## config.mk

```make
export PLATFORM = sky130hd
export DESIGN_NAME = count_sched
export DESIGN_NICKNAME = d
export VERILOG_FILES = /design/src/rtl/count_sched.sv
export SDC_FILE = /design/constraint.sdc
export NUM_CORES = 1
export LEC_CHECK = 0
export CORE_MARGIN = 5
export CORE_UTILIZATION = 47
export CTS_CLUSTER_DIAMETER = 100
export DETAILED_ROUTE_END_ITERATION = 10
export PLACE_DENSITY = 0.81
export SYNTH_ARGS = -nofsm -noshare
export SYNTH_HDL_FRONTEND = slang
export SYNTH_SLANG_ARGS = --single-unit
export TNS_END_PERCENT = 20
```

## constraint.sdc

```tcl
create_clock -name clk -period 3.75 [get_ports clk]
set_clock_uncertainty 0.1 [all_clocks]
set_input_delay 0.375 -clock clk [delete_from_list [all_inputs] [get_ports clk]]
set_output_delay 0.375 -clock clk [all_outputs]
set_load 0.02 [all_outputs]
```

## src/rtl/count_sched.sv

```systemverilog
// count_sched: two-client scheduler that hands one WIDTH-bit counter to one client at a time for a run of len ticks.
// Define COUNT_SCHED_FIXED_PRIO_EN for fixed priority (client0 wins contention); default build is round-robin.
module count_sched #(
  parameter int WIDTH = 4
) (
  input  logic               clk,
  input  logic               rst,
  input  logic [1:0]         req_valid,
  input  logic [2*WIDTH-1:0] req_len,
  output logic [1:0]         req_ready,
  input  logic               pause,
  output logic [WIDTH-1:0]   val,
  output logic               busy,
  output logic               owner,
  output logic [1:0]         done
);

  typedef enum logic [1:0] {
    IDLE = 2'd0,
    RUN  = 2'd1,
    DONE = 2'd2
  } state_t;

  state_t           state;
  logic [WIDTH-1:0] len;
  logic [WIDTH-1:0] win_len;
  logic [WIDTH-1:0] val_inc;
  logic             win;

`ifndef COUNT_SCHED_FIXED_PRIO_EN
  logic last;
`endif

  // Arbitration winner; only meaningful when at least one request is asserted.
  always_comb begin
    // NOTE: every combinational output gets a default first so no path can infer a latch.
    win = 1'b0;
    if (req_valid == 2'b10) begin
      win = 1'b1;
    end else if (req_valid == 2'b11) begin
`ifdef COUNT_SCHED_FIXED_PRIO_EN
      win = 1'b0;
`else
      win = ~last;
`endif
    end
  end

  assign win_len   = win ? req_len[2*WIDTH-1:WIDTH] : req_len[WIDTH-1:0];
  assign req_ready = (state == IDLE && req_valid[win]) ? (2'b01 << win) : 2'b00;
  assign val_inc   = val + 1'b1;

  always_ff @(posedge clk or negedge rst) begin
    if (!rst) begin
      state <= IDLE;
      val   <= '0;
      len   <= '0;
      owner <= 1'b0;
`ifndef COUNT_SCHED_FIXED_PRIO_EN
      last  <= 1'b1;
`endif
    end else begin
      // NOTE: state uses non-blocking assignments so every flop samples pre-edge values.
      unique case (state)
        IDLE: begin
          if (|req_ready) begin
            len   <= win_len;
            owner <= win;
            val   <= '0;
            state <= (win_len == '0) ? DONE : RUN;
`ifndef COUNT_SCHED_FIXED_PRIO_EN
            last  <= win;
`endif
          end
        end
        RUN: begin
          if (!pause) begin
            val <= val_inc;
            if (val_inc == len) state <= DONE;
          end
        end
        DONE:    state <= IDLE;
        default: state <= IDLE;
      endcase
    end
  end

  // Status outputs decode straight from registered state and owner.
  assign busy = (state != IDLE);
  assign done = (state == DONE) ? (owner ? 2'b10 : 2'b01) : 2'b00;

endmodule
```

# After elaboration in Yosys (flattened, before gate mapping)

Cells that the tools add are included.

Add/sub/neg operators: 1
$mul: 0
Div/mod/pow operators: 0
Order comparisons: 1
Equal/unequal tests: 8
Shift operators: 1
Multiplexer cells: 16
Bitwise gates (word level): 1
Reductions and logical operators: 9

Operators with widths:

| operator              | number |
|---|---|
| $mux W2               | 7 |
| $mux W4               | 3 |
| $pmux W4 S2           | 1 |
| $eq A2 B2 Y1 const B  | 3 |
| $reduce_and A3 Y1     | 2 |
| $add A4 B1 Y4 const B | 1 |
| $eq A4 B4 Y1          | 1 |
| $logic_not A4 Y1      | 1 |
| $mux W1               | 4 |
| $ne A2 B2 Y1 const B  | 2 |
| $pmux W2 S2           | 1 |
| $reduce_bool A2 Y1    | 2 |
| $eq A2 B1 Y1 const B  | 1 |
| $logic_not A2 Y1      | 1 |
| $lt A1 B2 Y1 const B  | 1 |
| $ne A2 B1 Y1 const B  | 1 |
| $reduce_and A2 Y1     | 1 |
| $reduce_or A2 Y1      | 1 |
| $shl A1 B1 Y2 const A | 1 |
| $logic_and A1 B1 Y1   | 1 |
| $not A1 Y1            | 1 |

Register bits: 12
Bits in latches: 0
Memory bits (writable): 0
ROM bits: 0
Input port bits: 13
Output and inout port bits: 10
Logic and storage cells: 42
Memories: 0

# Logic depth before layout (Yosys ltp)

Gate-level depths: netlist of run 1.

Depth in word-level cells: 10
Mapped depth: 5
Gate-level depth less buffers: 5

# Worst setup path before layout of run 1

No wires, ideal clock.

Path kind: register to output
From: register state[0]
To: output req_ready[0]
Arrival: 1.244 ns
Required time: 3.275 ns
Path slack: 2.031 ns
Stages on the path, launching flop included: 4
Cells stage by stage: dfrtp_1 nor2_1 nand2_1 nor2_1

Word-level cells in the longest chain between the ends: 3

Ends and longest elaborated chain:

| item                     | RTL line | RTL |
|---|---|---|
| start: declaration       | 24       | `state_t state;` |
| start signal: assignment | 70       | `state <= (win_len == '0) ? DONE : RUN;` |
| $logic_not A2 Y1         | 50       | `assign req_ready = (state == IDLE && req_valid[win]) ? (2'b01 << win) : 2'b00;` |
| $logic_and A1 B1 Y1      | 50       |  |
| $mux W2                  | 50       |  |
| end: declaration         | 10       | `output logic [1:0] req_ready,` |

No other way between the ends.

# Final worst setup path of run 1

Same ends and word-level chain as after synthesis.

==> metrics.txt, run 1 <==
hold slack 0.349 ns; Layout area overhead 37.4%; Psw 289 uW; maximum vdd drop 0.000399 V; Post-DP Area 953 um^2; ys async rst share 100%; drt drc 0; Pre-antenna DRT Iters 4; Critical Path RT 3.27 ns; hpwl dp 1.21 mm; status complete, no violations; Gate power share 52.1%; Post-Synthesis Cells 67; DR WL/cell 14.0 um; H-tree depth 1; share of the synthesized area in the top cell type 38.6%; crit end category output pin; Routed Antenna Nets 0; largest net degree at the start of global routing 13; Overflow after GRT 0; Avg Inst Size Synth 10.6 um^2; Max Cap Viol 0; fmax 0.378 GHz; EDFF count, synth 0; Slew Limit Fails 0; CP Class reg -> out; FF+latch count, synth 12; layout cells sized above 1 12.9%; clock period minus worst slack 2.65 ns; CP Launch Type flop; Hold Buf Count CTS 0; Initial Utilization 48.5%; DR vias 604; CP startpoint state[0]$_DFFE_PN0P_; max_slew headroom 63.5%; die outline width 49.0 um; Lkg Pwr 0.000408 uW; switching part of the total 41.1%; first-pass GRT wire length 2.60 mm; vias per cell 5.54; Max clock buf depth 2; clk slew on worst S/H paths 0.08 ns; # IOs 23; clock power share 12.4%; post-route cell area 980 um^2; GPL Wtd Cong 0.766; initial antenna violation count 0; gr usage total 14.3%; n_diodes 0; crit path DAT 2.17 ns; RR Startpoint val[0]$_DFFE_PN0P_; post-route insts no fill 109; Post-Syn Nets 81; Ys Warns 0; # Post-CTS Setup Buffers 0; CTS tree done; Hold Vio Cnt, Final 0; routed wire length 1.53 mm; PD cells 718 mW/mm^2; Placed Cells 105; Num CTS Buffers 3; Sink Count 12; Slew @ Worst Pin 0.546 ns; die height 49.0 um; CP max FO 10; Core Area 0.00147 mm^2; vias in the first global route 608; P_int 414 uW; sequential share of the synthesized area 42.3%; setup repair after global routing missed its margin false; setup tns final 0 ns; post-cts sizing count 0; Tcrit/Tclk final 70.6%; synth top area cells dfrtp_1 (39%), mux2i_1 (7.0%), xnor2_1 (4.9%), dfstp_2 (3.7%), xor3_1 (3.3%); Hold Crit Class in -> async; Synth area leader dfrtp_1; count leader, synth dfrtp_1; synthesized area 713 um^2; sequential share of power 35.4%; Clk Tree Root Cell clkbuf_4; DR iter-0 viols 8; row count 14; FILL cells 134; # nets final 108; Synth cell types 33; full die area 0.00240 mm^2; flop2flop setup slack 2.04 ns; port bufs 22; Final setup viols 0; ys flop type dfrtp_1; Clk Latency, worst-skew pair 0.27 ns; Post-synth top cells dfrtp_1 (11), nand2_1 (6), mux2i_1 (5); Layout Utilization 66.6%
-- kinds of logic (layout without fill, tap and decap cells) --
| kind of cell | count (synthesis) | in the layout | share of synthesized area [%] |
|---|---|---|---|
| AND/OR/NAND/NOR | 22 | 22 | 18.1 |
| AO/OA/AOI/OAI | 17 | 17 | 18.2 |
| flip-flops | 12 | 12 | 42.3 |
| XOR/XNOR | 6 | 6 | 9.47 |
| multiplexers | 6 | 6 | 8.60 |
| buffers and inverters | 3 | 29 | 1.58 |
| adder cells (fa/ha/maj) | 1 | 1 | 1.75 |
-- through the flow --
stage	power, uW	worst slack (ns)
after CTS	708	1.09
after floorplan	488	2.03
final	703	1.10
after global placement	610	1.22
after detailed placement	621	1.20
after global routing	757	0.968
-- power groups by stage --
stage	clock, uW	sequential, uW	combinational, uW
finish	87.2	249	367
CTS	87.4	250	370
global placement	0	252	358
floorplan	0	264	224
global route	94.8	259	403
detailed placement	0	252	368
-- critical path, stage by stage, from the launching register on --
cell and delay, ns:
dfrtp_1 0.45, nor2_1 0.38, nand2_1 0.29, nor2_1 0.16
clkdlybuf4s50_1 0.61
-- registers in the layout, summed over array words and instances (netlist names) --
register / flops
state: 2
last: 1
owner: 1
val: 4
len: 4
-- final timing paths --
check                                        to  cells past startpoint
max in group asynchronous      last$_DFFE_PN1P_                      1
min in group clk             len[0]$_DFFE_PN0P_                      2
max reg2reg                state[0]$_DFFE_PN0P_                      5
max                                req_ready[0]                      4
min                          val[3]$_DFFE_PN0P_                      1
min reg2reg                  len[0]$_DFFE_PN0P_                      2
-- routing by layer --
metal	GRT usage, %	part of all wire (%)	wire length (um)	vias up
met3	3.67	7.4	113	5
met2	22.4	45	691	22
met4	10.8	3.3	51	0
li1	-	-	-	296
met1	16.5	44	675	281
met5	0	0	0	-
-- area by class of cell --
| type | instances | area [um^2] | share of cell area (%) |
|---|---|---|---|
| Clock buffer | 4 | 26.3 | 2.68 |
| Inverter | 3 | 11.3 | 1.15 |
| Multi-Input combinational cell | 52 | 400 | 40.9 |
| Sequential cell | 12 | 302 | 30.8 |
| Tap cell | 16 | 20.0 | 2.04 |
| Timing Repair Buffer | 22 | 220 | 22.5 |
-- placed cells by master (no fill, tap or decap) --
master and instances:
dfrtp_1 11, or4_4 1, a22o_1 2, xor2_1 1, nand4_1 1, nor3_1 1, a21o_1 1, nor2_1 4
a31oi_1 1, a211oi_2 1, nand3_2 1, nor2_2 1, clkbuf_4 3, nor3b_1 1, nor4_1 1, clkdlybuf4s50_1 22
nand2_1 6, o21ai_0 4, a21boi_4 1, a21oi_1 4, mux2i_1 5, or2_2 1, xor3_1 1, a211oi_1 1
and2_1 1, nor3b_2 1, inv_1 3, mux2_2 1, a32o_1 1, ha_1 1, dfstp_2 1, a41o_1 1
clkbuf_1 1, or2b_1 1, nor2b_1 1, xnor2_1 4
Note: power is estimated with default switching activity, not from simulation.
==> inputs of run 2 (changes only) <==
Settings changed: CORE_UTILIZATION 47 to 44, PLACE_DENSITY 0.81 to 0.77.
Clock period 3.75 ns to 2.7 ns, I/O delays scaled along.
==> run 2 against run 1 <==
Compared with the run above:
- cell area up 2.6%
- die area rose by 5.4%
- worst setup slack got worse by 0.73 ns
- power grew 46%
- core utilization fell by 0.65 points
- clock power rose by 67%
- critical path type is now in -> out
- highest routed layer unchanged
==> metrics.txt, run 2 (synthesis results as in run 1) <==
status complete, no violations; Hold Buf Count CTS 0 (unchanged); CTS tree done; crit path DAT 1.96 ns (-0.21 ns); Tcrit/Tclk final 86.2%; Layout Utilization 65.9% (-0.65 points); commonest non-fill, non-tap cell in the layout clkdlybuf4s50_1; Clk Latency, worst-skew pair 0.27 ns (about the same); setup tns final 0 ns (unchanged); Final setup viols 0 (unchanged); Lkg Pwr 0.000424 uW (+3.8%); most frequent cells in the layout clkdlybuf4s50_1 (22), dfrtp_1 (11), nand2_1 (6); Max Cap Viol 0 (unchanged); fmax 0.429 GHz; DR vias 592 (-2.0%); maximum vdd drop 0.000516 V (+29%); vias per cell 5.33 (-3.8%); Initial Utilization 46.8% (-1.7 points); Slew @ Worst Pin 0.546 ns (+0.000605 ns); post-cts sizing count 0 (unchanged); R2R depth 5 (unchanged); PD cells 1020 mW/mm^2 (+42%); # Post-CTS Setup Buffers 0 (unchanged); Pre-antenna DRT Iters 2 (-2); Largest regs len: 4 flops, val: 4 flops, state: 2 flops; max_slew headroom 63.5% (about the same); worst r2r dst state[0]$_DFFE_PN0P_; CP max FO 8 (-2); full die area 0.00253 mm^2 (+5.4%); die outline width 50.3 um (+2.7%); n_diodes 0 (unchanged); RR Startpoint val[0]$_DFFE_PN0P_; Hold Vio Cnt, Final 0 (unchanged); drt drc 0 (unchanged); post-route insts no fill 111 (+1.8%); Max clock buf depth 2 (unchanged); crit path to req_ready[1]; hpwl dp 1.28 mm (+5.5%); Core Area 0.00152 mm^2 (+3.6%); post-route cell area 0.00100 mm^2 (+2.6%); Slew Limit Fails 0 (unchanged); Placed Cells 107 (+1.9%); first-pass GRT wire length 2.71 mm (+4.2%); routed wire length 1.56 mm (+1.6%); Post-DP Area 968 um^2 (+1.6%); Critical Path RT 2.33 ns (-0.94 ns); GPL Wtd Cong 0.812 (+6.0%); # IOs 23 (unchanged); # nets final 110 (+1.9%); Sink Count 12 (unchanged); DR iter-0 viols 11 (+3); flop2flop setup slack 0.97 ns (-1.07 ns); crit end category output pin; die height 50.3 um (+2.7%); initial antenna violation count 0 (unchanged); DR WL/cell 14.0 um (-0.20%); vias in the first global route 629 (+3.5%); gr usage total 13.4% (-0.90 points); Layout area overhead 40.9%; CP Class in -> out; row count 14 (unchanged); Hold Crit Class in -> async; CP Launch Type input port; port bufs 22 (unchanged); H-tree depth 1 (unchanged); largest net degree at the start of global routing 13 (unchanged); setup repair after global routing missed its margin false; Clk Tree Root Cell clkbuf_4; Post-Place Setup Slack 0.378 ns (-0.824 ns); Routed Antenna Nets 0 (unchanged); layout cells sized above 1 15.8% (+2.9 points); CP startpoint req_valid[1]; clk slew on worst S/H paths 0.09 ns (about the same); Num CTS Buffers 3 (unchanged); Final WS setup 0.371 ns (-0.730 ns); clock period minus worst slack 2.33 ns; Overflow after GRT 0 (unchanged)
## run 2: worst min-delay path by stage
stage          slack, ns  cells after the start                from                 end
2_1_floorplan      -0.13                      0                 rst  len[0]$_DFFE_PN0P_
3_3_place_gp        0.38                      2  len[0]$_DFFE_PN0P_  len[0]$_DFFE_PN0P_
3_5_place_dp        0.40                      2  len[2]$_DFFE_PN0P_  len[2]$_DFFE_PN0P_
4_1_cts             0.27                      1                 rst  len[1]$_DFFE_PN0P_
5_1_grt             0.29                      1                 rst  val[2]$_DFFE_PN0P_
6_report            0.24                      1                 rst  len[1]$_DFFE_PN0P_
## run 2: final cells by class
class	count	area, um^2
Clock buffer	4	36.3
Fill cell	134	519
Inverter	3	11.3
Multi-Input combinational cell	52	400
Sequential cell	12	302
Tap cell	16	20.0
Timing Repair Buffer	24	235
## run 2: critical path, stage by stage
cell and delay, ns:
clkdlybuf4s50_1 0.52, a21boi_4 0.36, and2_1 0.20, clkdlybuf4s50_1 0.61
## run 2: per-layer routing
layer | routed length, um | vias to the layer above | global-route usage [%]
met5 | 0 | - | 0
met4 | 9 | 0 | 2.62
met3 | 94 | 2 | 3.55
met2 | 746 | 16 | 22.2
met1 | 705 | 273 | 17.6
li1 | - | 301 | -
## run 2: metrics by stage
stage | hold slack, ns | total power, uW
finish | 0.242 | 1020
global route | 0.287 | 1100
CTS | 0.267 | 1030
detailed placement | 0.395 | 884
global placement | 0.383 | 871
floorplan | -0.126 | 678
## run 2: where the power goes
group	switching (uW)	internal, uW
sequential	87.1	261
combinational	255	274
clock	64.5	81.9
